## src/rtl/y_sram_writer_pkg.sv

```systemverilog
// ---------------------------------------------------------------------------
// y_sram_writer_pkg
// Shared definitions for the Y write-back stage: default data/address/index
// widths and the 3-bit state encoding of the writer FSM.
// ---------------------------------------------------------------------------
package y_sram_writer_pkg;

    localparam int Y_DATA_WIDTH = 16;
    localparam int Y_ADDR_WIDTH = 8;
    localparam int Y_IDX_WIDTH  = 6;

    typedef logic [2:0] yWrState_t;

    localparam yWrState_t ST_IDLE    = 3'd0;
    localparam yWrState_t ST_PRIME   = 3'd1;
    localparam yWrState_t ST_STREAM  = 3'd2;
    localparam yWrState_t ST_DONE    = 3'd3;
    localparam yWrState_t ST_WAITLOW = 3'd4;

endpackage

```

## src/rtl/y_wr_addr_gen.sv

```systemverilog
// ---------------------------------------------------------------------------
// y_wr_addr_gen
// Read/write index counters, end-of-vector compares and SRAM address
// formation for the Y writer.
//   clock, reset      : system clock, async active-low reset
//   clear             : synchronous clear (abort)
//   start             : latch startBase/startCount, zero both indices
//   rdStep / wrStep   : advance read / write index
//   rdAddr            : current read index into the result buffer
//   rdMore            : read index still below the element count
//   wrLast            : the write currently presented is the final one
//   sramAddr          : base + write index, modulo 2^ADDR_WIDTH
// ---------------------------------------------------------------------------
module y_wr_addr_gen
    import y_sram_writer_pkg::*;
#(
    parameter int ADDR_WIDTH = Y_ADDR_WIDTH,
    parameter int IDX_WIDTH  = Y_IDX_WIDTH
) (
    input  logic                  clock,
    input  logic                  reset,
    input  logic                  clear,
    input  logic                  start,
    input  logic [ADDR_WIDTH-1:0] startBase,
    input  logic [IDX_WIDTH:0]    startCount,
    input  logic                  rdStep,
    input  logic                  wrStep,
    output logic [IDX_WIDTH-1:0]  rdAddr,
    output logic                  rdMore,
    output logic                  wrLast,
    output logic [ADDR_WIDTH-1:0] sramAddr
);

    logic [ADDR_WIDTH-1:0] baseAddr;
    logic [IDX_WIDTH:0]    count;
    logic [IDX_WIDTH:0]    rdIdx;
    logic [IDX_WIDTH:0]    wrIdx;
    logic [IDX_WIDTH:0]    wrIdxNext;

    always_ff @(posedge clock or negedge reset) begin
        if (!reset) begin
            baseAddr <= '0;
            count    <= '0;
            rdIdx    <= '0;
            wrIdx    <= '0;
        end else if (clear) begin
            baseAddr <= '0;
            count    <= '0;
            rdIdx    <= '0;
            wrIdx    <= '0;
        end else if (start) begin
            baseAddr <= startBase;
            count    <= startCount;
            rdIdx    <= '0;
            wrIdx    <= '0;
        end else begin
            if (rdStep) rdIdx <= rdIdx + 1'b1;
            if (wrStep) wrIdx <= wrIdxNext;
        end
    end

    // Indices carry one extra bit so a full 2^IDX_WIDTH vector compares cleanly.
    assign wrIdxNext = wrIdx + 1'b1;
    assign rdAddr    = rdIdx[IDX_WIDTH-1:0];
    assign rdMore    = rdIdx < count;
    assign wrLast    = wrIdxNext == count;
    assign sramAddr  = baseAddr + ADDR_WIDTH'(wrIdx);

endmodule

```

## src/rtl/y_sram_writer.sv

```systemverilog
// ---------------------------------------------------------------------------
// y_sram_writer
// Streams the update-Y result buffer into the Y SRAM when the sequencer
// raises in_writeYvalEnable, then returns a one-cycle done pulse.
//   clock, reset             : system clock, async active-low reset
//   soft_rst                 : synchronous abort/clear
//   in_writeYvalEnable       : level enable from the sequencer
//   in_yBaseAddr, in_yCount  : first SRAM address / element count (latched)
//   in_sramGrant             : SRAM bus accepts the presented write
//   op_resultRdEn/RdAddr     : result-buffer read port
//   in_resultRdData          : buffer data, one cycle after the strobe
//   op_ySramWe/Addr/WData    : Y SRAM write port
//   op_updateYwriteDoneFlag  : done pulse to the sequencer
//   op_busy                  : high outside IDLE
//
// state   | meaning
// IDLE    | waiting for enable
// PRIME   | first buffer read in flight
// STREAM  | presenting one element per cycle to the SRAM
// DONE    | done pulse
// WAITLOW | waiting for the sequencer to drop enable
// ---------------------------------------------------------------------------
module y_sram_writer
    import y_sram_writer_pkg::*;
#(
    parameter int DATA_WIDTH = Y_DATA_WIDTH,
    parameter int ADDR_WIDTH = Y_ADDR_WIDTH,
    parameter int IDX_WIDTH  = Y_IDX_WIDTH
) (
    input  logic                  clock,
    input  logic                  reset,
    input  logic                  soft_rst,
    input  logic                  in_writeYvalEnable,
    input  logic [ADDR_WIDTH-1:0] in_yBaseAddr,
    input  logic [IDX_WIDTH:0]    in_yCount,
    input  logic                  in_sramGrant,
    output logic                  op_resultRdEn,
    output logic [IDX_WIDTH-1:0]  op_resultRdAddr,
    input  logic [DATA_WIDTH-1:0] in_resultRdData,
    output logic                  op_ySramWe,
    output logic [ADDR_WIDTH-1:0] op_ySramAddr,
    output logic [DATA_WIDTH-1:0] op_ySramWData,
    output logic                  op_updateYwriteDoneFlag,
    output logic                  op_busy
);

    yWrState_t             state;
    yWrState_t             stateNext;
    logic                  dataValid;
    logic                  dataValidNext;
    logic                  start;
    logic                  rdStep;
    logic                  wrStep;
    logic                  rdEnRaw;
    logic                  rdMore;
    logic                  wrLast;
    logic                  live;
    logic                  streamWe;
    logic [IDX_WIDTH-1:0]  genRdAddr;
    logic [ADDR_WIDTH-1:0] genSramAddr;

    y_wr_addr_gen #(
        .ADDR_WIDTH (ADDR_WIDTH),
        .IDX_WIDTH  (IDX_WIDTH)
    ) addrGen (
        .clock      (clock),
        .reset      (reset),
        .clear      (soft_rst),
        .start      (start),
        .startBase  (in_yBaseAddr),
        .startCount (in_yCount),
        .rdStep     (rdStep),
        .wrStep     (wrStep),
        .rdAddr     (genRdAddr),
        .rdMore     (rdMore),
        .wrLast     (wrLast),
        .sramAddr   (genSramAddr)
    );

    always_comb begin
        stateNext     = state;
        dataValidNext = dataValid;
        start         = 1'b0;
        rdStep        = 1'b0;
        wrStep        = 1'b0;
        rdEnRaw       = 1'b0;
        case (state)
            ST_IDLE: begin
                if (in_writeYvalEnable) begin
                    start = 1'b1;
                    if (in_yCount == '0) begin
                        stateNext = ST_DONE;
                    end else begin
                        rdEnRaw   = 1'b1;
                        stateNext = ST_PRIME;
                    end
                end
            end
            ST_PRIME: begin
                rdStep        = 1'b1;
                dataValidNext = 1'b1;
                stateNext     = ST_STREAM;
            end
            ST_STREAM: begin
                // Without grant nothing moves: buffer data is held because no
                // new read strobe is issued.
                if (dataValid && in_sramGrant) begin
                    wrStep = 1'b1;
                    if (rdMore) begin
                        rdEnRaw = 1'b1;
                        rdStep  = 1'b1;
                    end else begin
                        dataValidNext = 1'b0;
                    end
                    if (wrLast) stateNext = ST_DONE;
                end
            end
            ST_DONE: begin
                stateNext = ST_WAITLOW;
            end
            ST_WAITLOW: begin
                if (!in_writeYvalEnable) stateNext = ST_IDLE;
            end
            default: begin
                stateNext = ST_IDLE;
            end
        endcase
    end

    always_ff @(posedge clock or negedge reset) begin
        if (!reset) begin
            state     <= ST_IDLE;
            dataValid <= 1'b0;
        end else if (soft_rst) begin
            state     <= ST_IDLE;
            dataValid <= 1'b0;
        end else begin
            state     <= stateNext;
            dataValid <= dataValidNext;
        end
    end

    // soft_rst silences every output in the cycle it is raised, so an abort
    // never lets one more write or a done pulse slip out.
    assign live     = !soft_rst;
    assign streamWe = live && (state == ST_STREAM) && dataValid;

    assign op_resultRdEn   = live && rdEnRaw;
    assign op_resultRdAddr = (op_resultRdEn && (state == ST_STREAM)) ? genRdAddr : '0;
    assign op_ySramWe      = streamWe;
    assign op_ySramAddr    = streamWe ? genSramAddr : '0;
    assign op_ySramWData   = streamWe ? in_resultRdData : '0;

    assign op_updateYwriteDoneFlag = live && (state == ST_DONE);
    assign op_busy                 = live && (state != ST_IDLE);

endmodule

```

## config.mk

```make
export PLATFORM = sky130hd
export DESIGN_NAME = y_sram_writer
export DESIGN_NICKNAME = d
export VERILOG_FILES = /design/src/rtl/y_sram_writer_pkg.sv /design/src/rtl/y_wr_addr_gen.sv /design/src/rtl/y_sram_writer.sv
export SDC_FILE = /design/constraint.sdc
export NUM_CORES = 1
export LEC_CHECK = 0
export ABC_AREA = 1
export BUFFER_PORTS_ARGS = -buffer_cell sky130_fd_sc_hd__buf_2
export CAP_MARGIN = 20
export CORE_UTILIZATION = 57
export CTS_CLUSTER_SIZE = 8
export DETAILED_ROUTE_END_ITERATION = 6
export PLACE_DENSITY = 0.86
export SLEW_MARGIN = 20
export SYNTH_ARGS = -nofsm -noshare
export SYNTH_HDL_FRONTEND = slang
export SYNTH_HIERARCHICAL = 1
export SYNTH_SLANG_ARGS = --single-unit
```

## constraint.sdc

```tcl
create_clock -name clock -period 4.8 [get_ports clock]
set_input_delay 0.48 -clock clock [delete_from_list [all_inputs] [get_ports clock]]
set_output_delay 0.48 -clock clock [all_outputs]
set_load 0.03 [all_outputs]
```

==> results.tsv <==
metric	value	unit
Yosys top cell area share	0.3254	
root buf cell	clkbuf_8	
routability cong.	0.8273	
CP Buf/Inv Count	1	
initial antenna violation count	0	
Peak supply drop	0.2030	mV
Via density	5.105	
Worst Path Required	4.32	ns
clock tree buffer depth	2	
Final Skew	0.009531	ns
Startpoint Class	flip-flop	
Gate Count Post-Synth	363	
area added between synthesis and finish	16.27	%
Worst path slowest cell	dfrtp_1	
sequential-to-total area share from yosys stat	0.3254	
Initial DRT Pass Iterations	4	
Post-CTS Hold Fix Bufs	0	
Synth Flop Type	dfrtp_1	
Worst Tran Pin Value	0.7338	ns
port bufs	69	
first-pass GRT wire length	8680	µm
Finish-stage setup viols	0	
Max-slew headroom	0.5108	
Distinct cells, synth	32	
RSZ-0062 raised after global routing	false	
reg-to-reg setup timing slack	2.49	ns
WP data arrival	2.16	ns
CP endpoint	op_resultRdAddr[5]	
iteration-0 DRC count of the detailed router	101	
CP peak stage delay	0.44	ns
Synth Register Bits	33	
H-tree levels	2	
# diodes	0	
TritonCTS clock tree	yes	
Initial Utilization	0.6123	
Post-synth top cells	nand2_1 (71), inv_1 (66), nor2_1 (48)	
Syn. warnings	6	
CP Cell Sequence	ha_1 > a21oi_1 > o21ai_0 > a21oi_1 > nand2_2 > nand2_2 > nand3_4 > nor2_1 > buf_2	
Ports	70	
final-report max-slew violation count	0	
PD cells	234.4	nW/µm²
Worst-Skew Late Latency	0.29	ns
status	completed	
fin worst setup slack	2.163	ns
Leakage	1.705	nW
Crit. End Element	primary output	
Final nets	479	
Max-Cap Viols	0	
drt wl/cell	11.46	µm
CP Depth	9	
maximum number of pins on one net before global-route repair	34	
asr flop ratio synth	1.000	
cell accounting for the most synthesized area	dfrtp_1	
routed via count	2435	
Routed Antenna Nets	0	
Final Cycle Share	0.5494	
Total Die Area	4722	µm²
Synth Net Count	415	
Setup WS pre-CTS	2.521	ns
Chip Width	68.72	µm
vias in the first global route	2126	
clock sink total	33	
total CTS buffers	5	
Mapped Area	2537	µm²
Core Area	4144	µm²
post-detailed-routing wire length	5465	µm
Fmax	379.2	MHz
clock-pin slew on the worst setup and hold paths	0.07	ns
Post-CTS Setup Inserts	0	
drc violations	0	
gr ovfl total	0	
most frequent cell after synthesis	nand2_1	
All-Layer GR Usage	0.2539	
worst setup path start	addrGen/rdIdx[4]	
Worst R2R End	addrGen/rdIdx[5]	
kind of cell adding the most delay to the critical path	compound AO/OA/AOI/OAI gates	
reg-to-reg startpoint	addrGen/rdIdx[4]	
Critical Path Fanout Max	7	
fin crit period	2.637	ns
Post-synth EDFFs	0	
final hold vios	0	
Fin Setup TNS	0	ns
layout cells sized above 1	0.2365	
die height	68.72	µm
R2R depth	12	
WS Path Type	flip-flop to primary output	
top post-synthesis cells by area	dfrtp_1 (33%), nand2_1 (11%), inv_1 (9.8%)	
mean post-synth cell area	6.990	µm²
num rows	23	
Hold Path Class	input port to async pin	
Post-DP HPWL	4250	µm
Resize count post-CTS	0	
==> power breakdown <==
part           total (mW)  switching, mW  leakage, nW  internal (mW)
Clock               0.214          0.101       0.0433          0.113
Sequential          0.314         0.0173        0.451          0.297
Combinational       0.164          0.110         1.21         0.0540
==> per-layer routing <==
metal | up-vias | GRT usage | routed length, µm
li1 | 1258 | - | -
met1 | 1095 | 0.2741 | 2321
met2 | 72 | 0.4767 | 2719
met3 | 10 | 0.05099 | 319
met4 | 0 | 0.1071 | 104
met5 | - | 0 | 0
==> how the worst min path moves through the flow <==
stage	from	endpoint	slack, ns	cells after the start
after floorplan	reset	addrGen/baseAddr[0]	0.18	0
after global placement	addrGen/baseAddr[4]	addrGen/baseAddr[4]	0.46	2
after detailed placement	addrGen/baseAddr[6]	addrGen/baseAddr[6]	0.48	2
after CTS	reset	addrGen/count[2]	0.27	1
after global routing	reset	addrGen/rdIdx[6]	0.31	1
final	reset	state[2]	0.24	1
==> flip-flops by register name, summed over array words and instances (netlist names) <==
| signal | cells |
|---|---|
| addrGen/baseAddr | 8 |
| addrGen/count | 7 |
| addrGen/rdIdx | 7 |
| addrGen/wrIdx | 7 |
| state | 3 |
| dataValid | 1 |
==> logic make-up after synthesis <==
kind of cell,share of synthesized area
DFF,0.3254
xor gates and xnor gates,0.02761
adders and majority gates,0.08185
buffers and inverters,0.1386
AOI/OAI and AO/OA,0.09073
and+or+nand+nor,0.3358
==> per-stage QoR <==
stage / hold slack, ns / instance area [µm²] / total power, mW / instances / util
global placement: 0.4602 / 2860 / 0.4749 / 470 / 0.6902
global route: 0.3068 / 2950 / 0.7312 / 477 / 0.7120
finish: 0.2448 / 2950 / 0.6915 / 477 / 0.7120
detailed placement: 0.4752 / 2860 / 0.4812 / 470 / 0.6902
floorplan: 0.1844 / 2537 / 0.4331 / 363 / -
CTS: 0.2679 / 2950 / 0.6943 / 477 / 0.7120
==> layout make-up <==
class                   instances  area, µm²
clock buffers                   6      82.58
clock inverters                 1      7.507
fillers                       359       1194
inverters                      71      266.5
multi-input cells             247       1360
flip-flops and latches         33      825.8
well taps                      50      62.56
repair buffers                 69      345.3
==> cells in the final DEF, fill, tap and decap left out, types with 7 or more instances in the layout <==
| cell type | n |
|---|---|
| nor2_1 | 48 |
| a21oi_1 | 12 |
| nor2_4 | 7 |
| nand2_1 | 71 |
| ha_1 | 15 |
| dfrtp_1 | 33 |
| o21ai_0 | 19 |
| nand3_1 | 35 |
| inv_1 | 66 |
| buf_2 | 69 |
No activity file was read; power rests on OpenSTA's default activity.
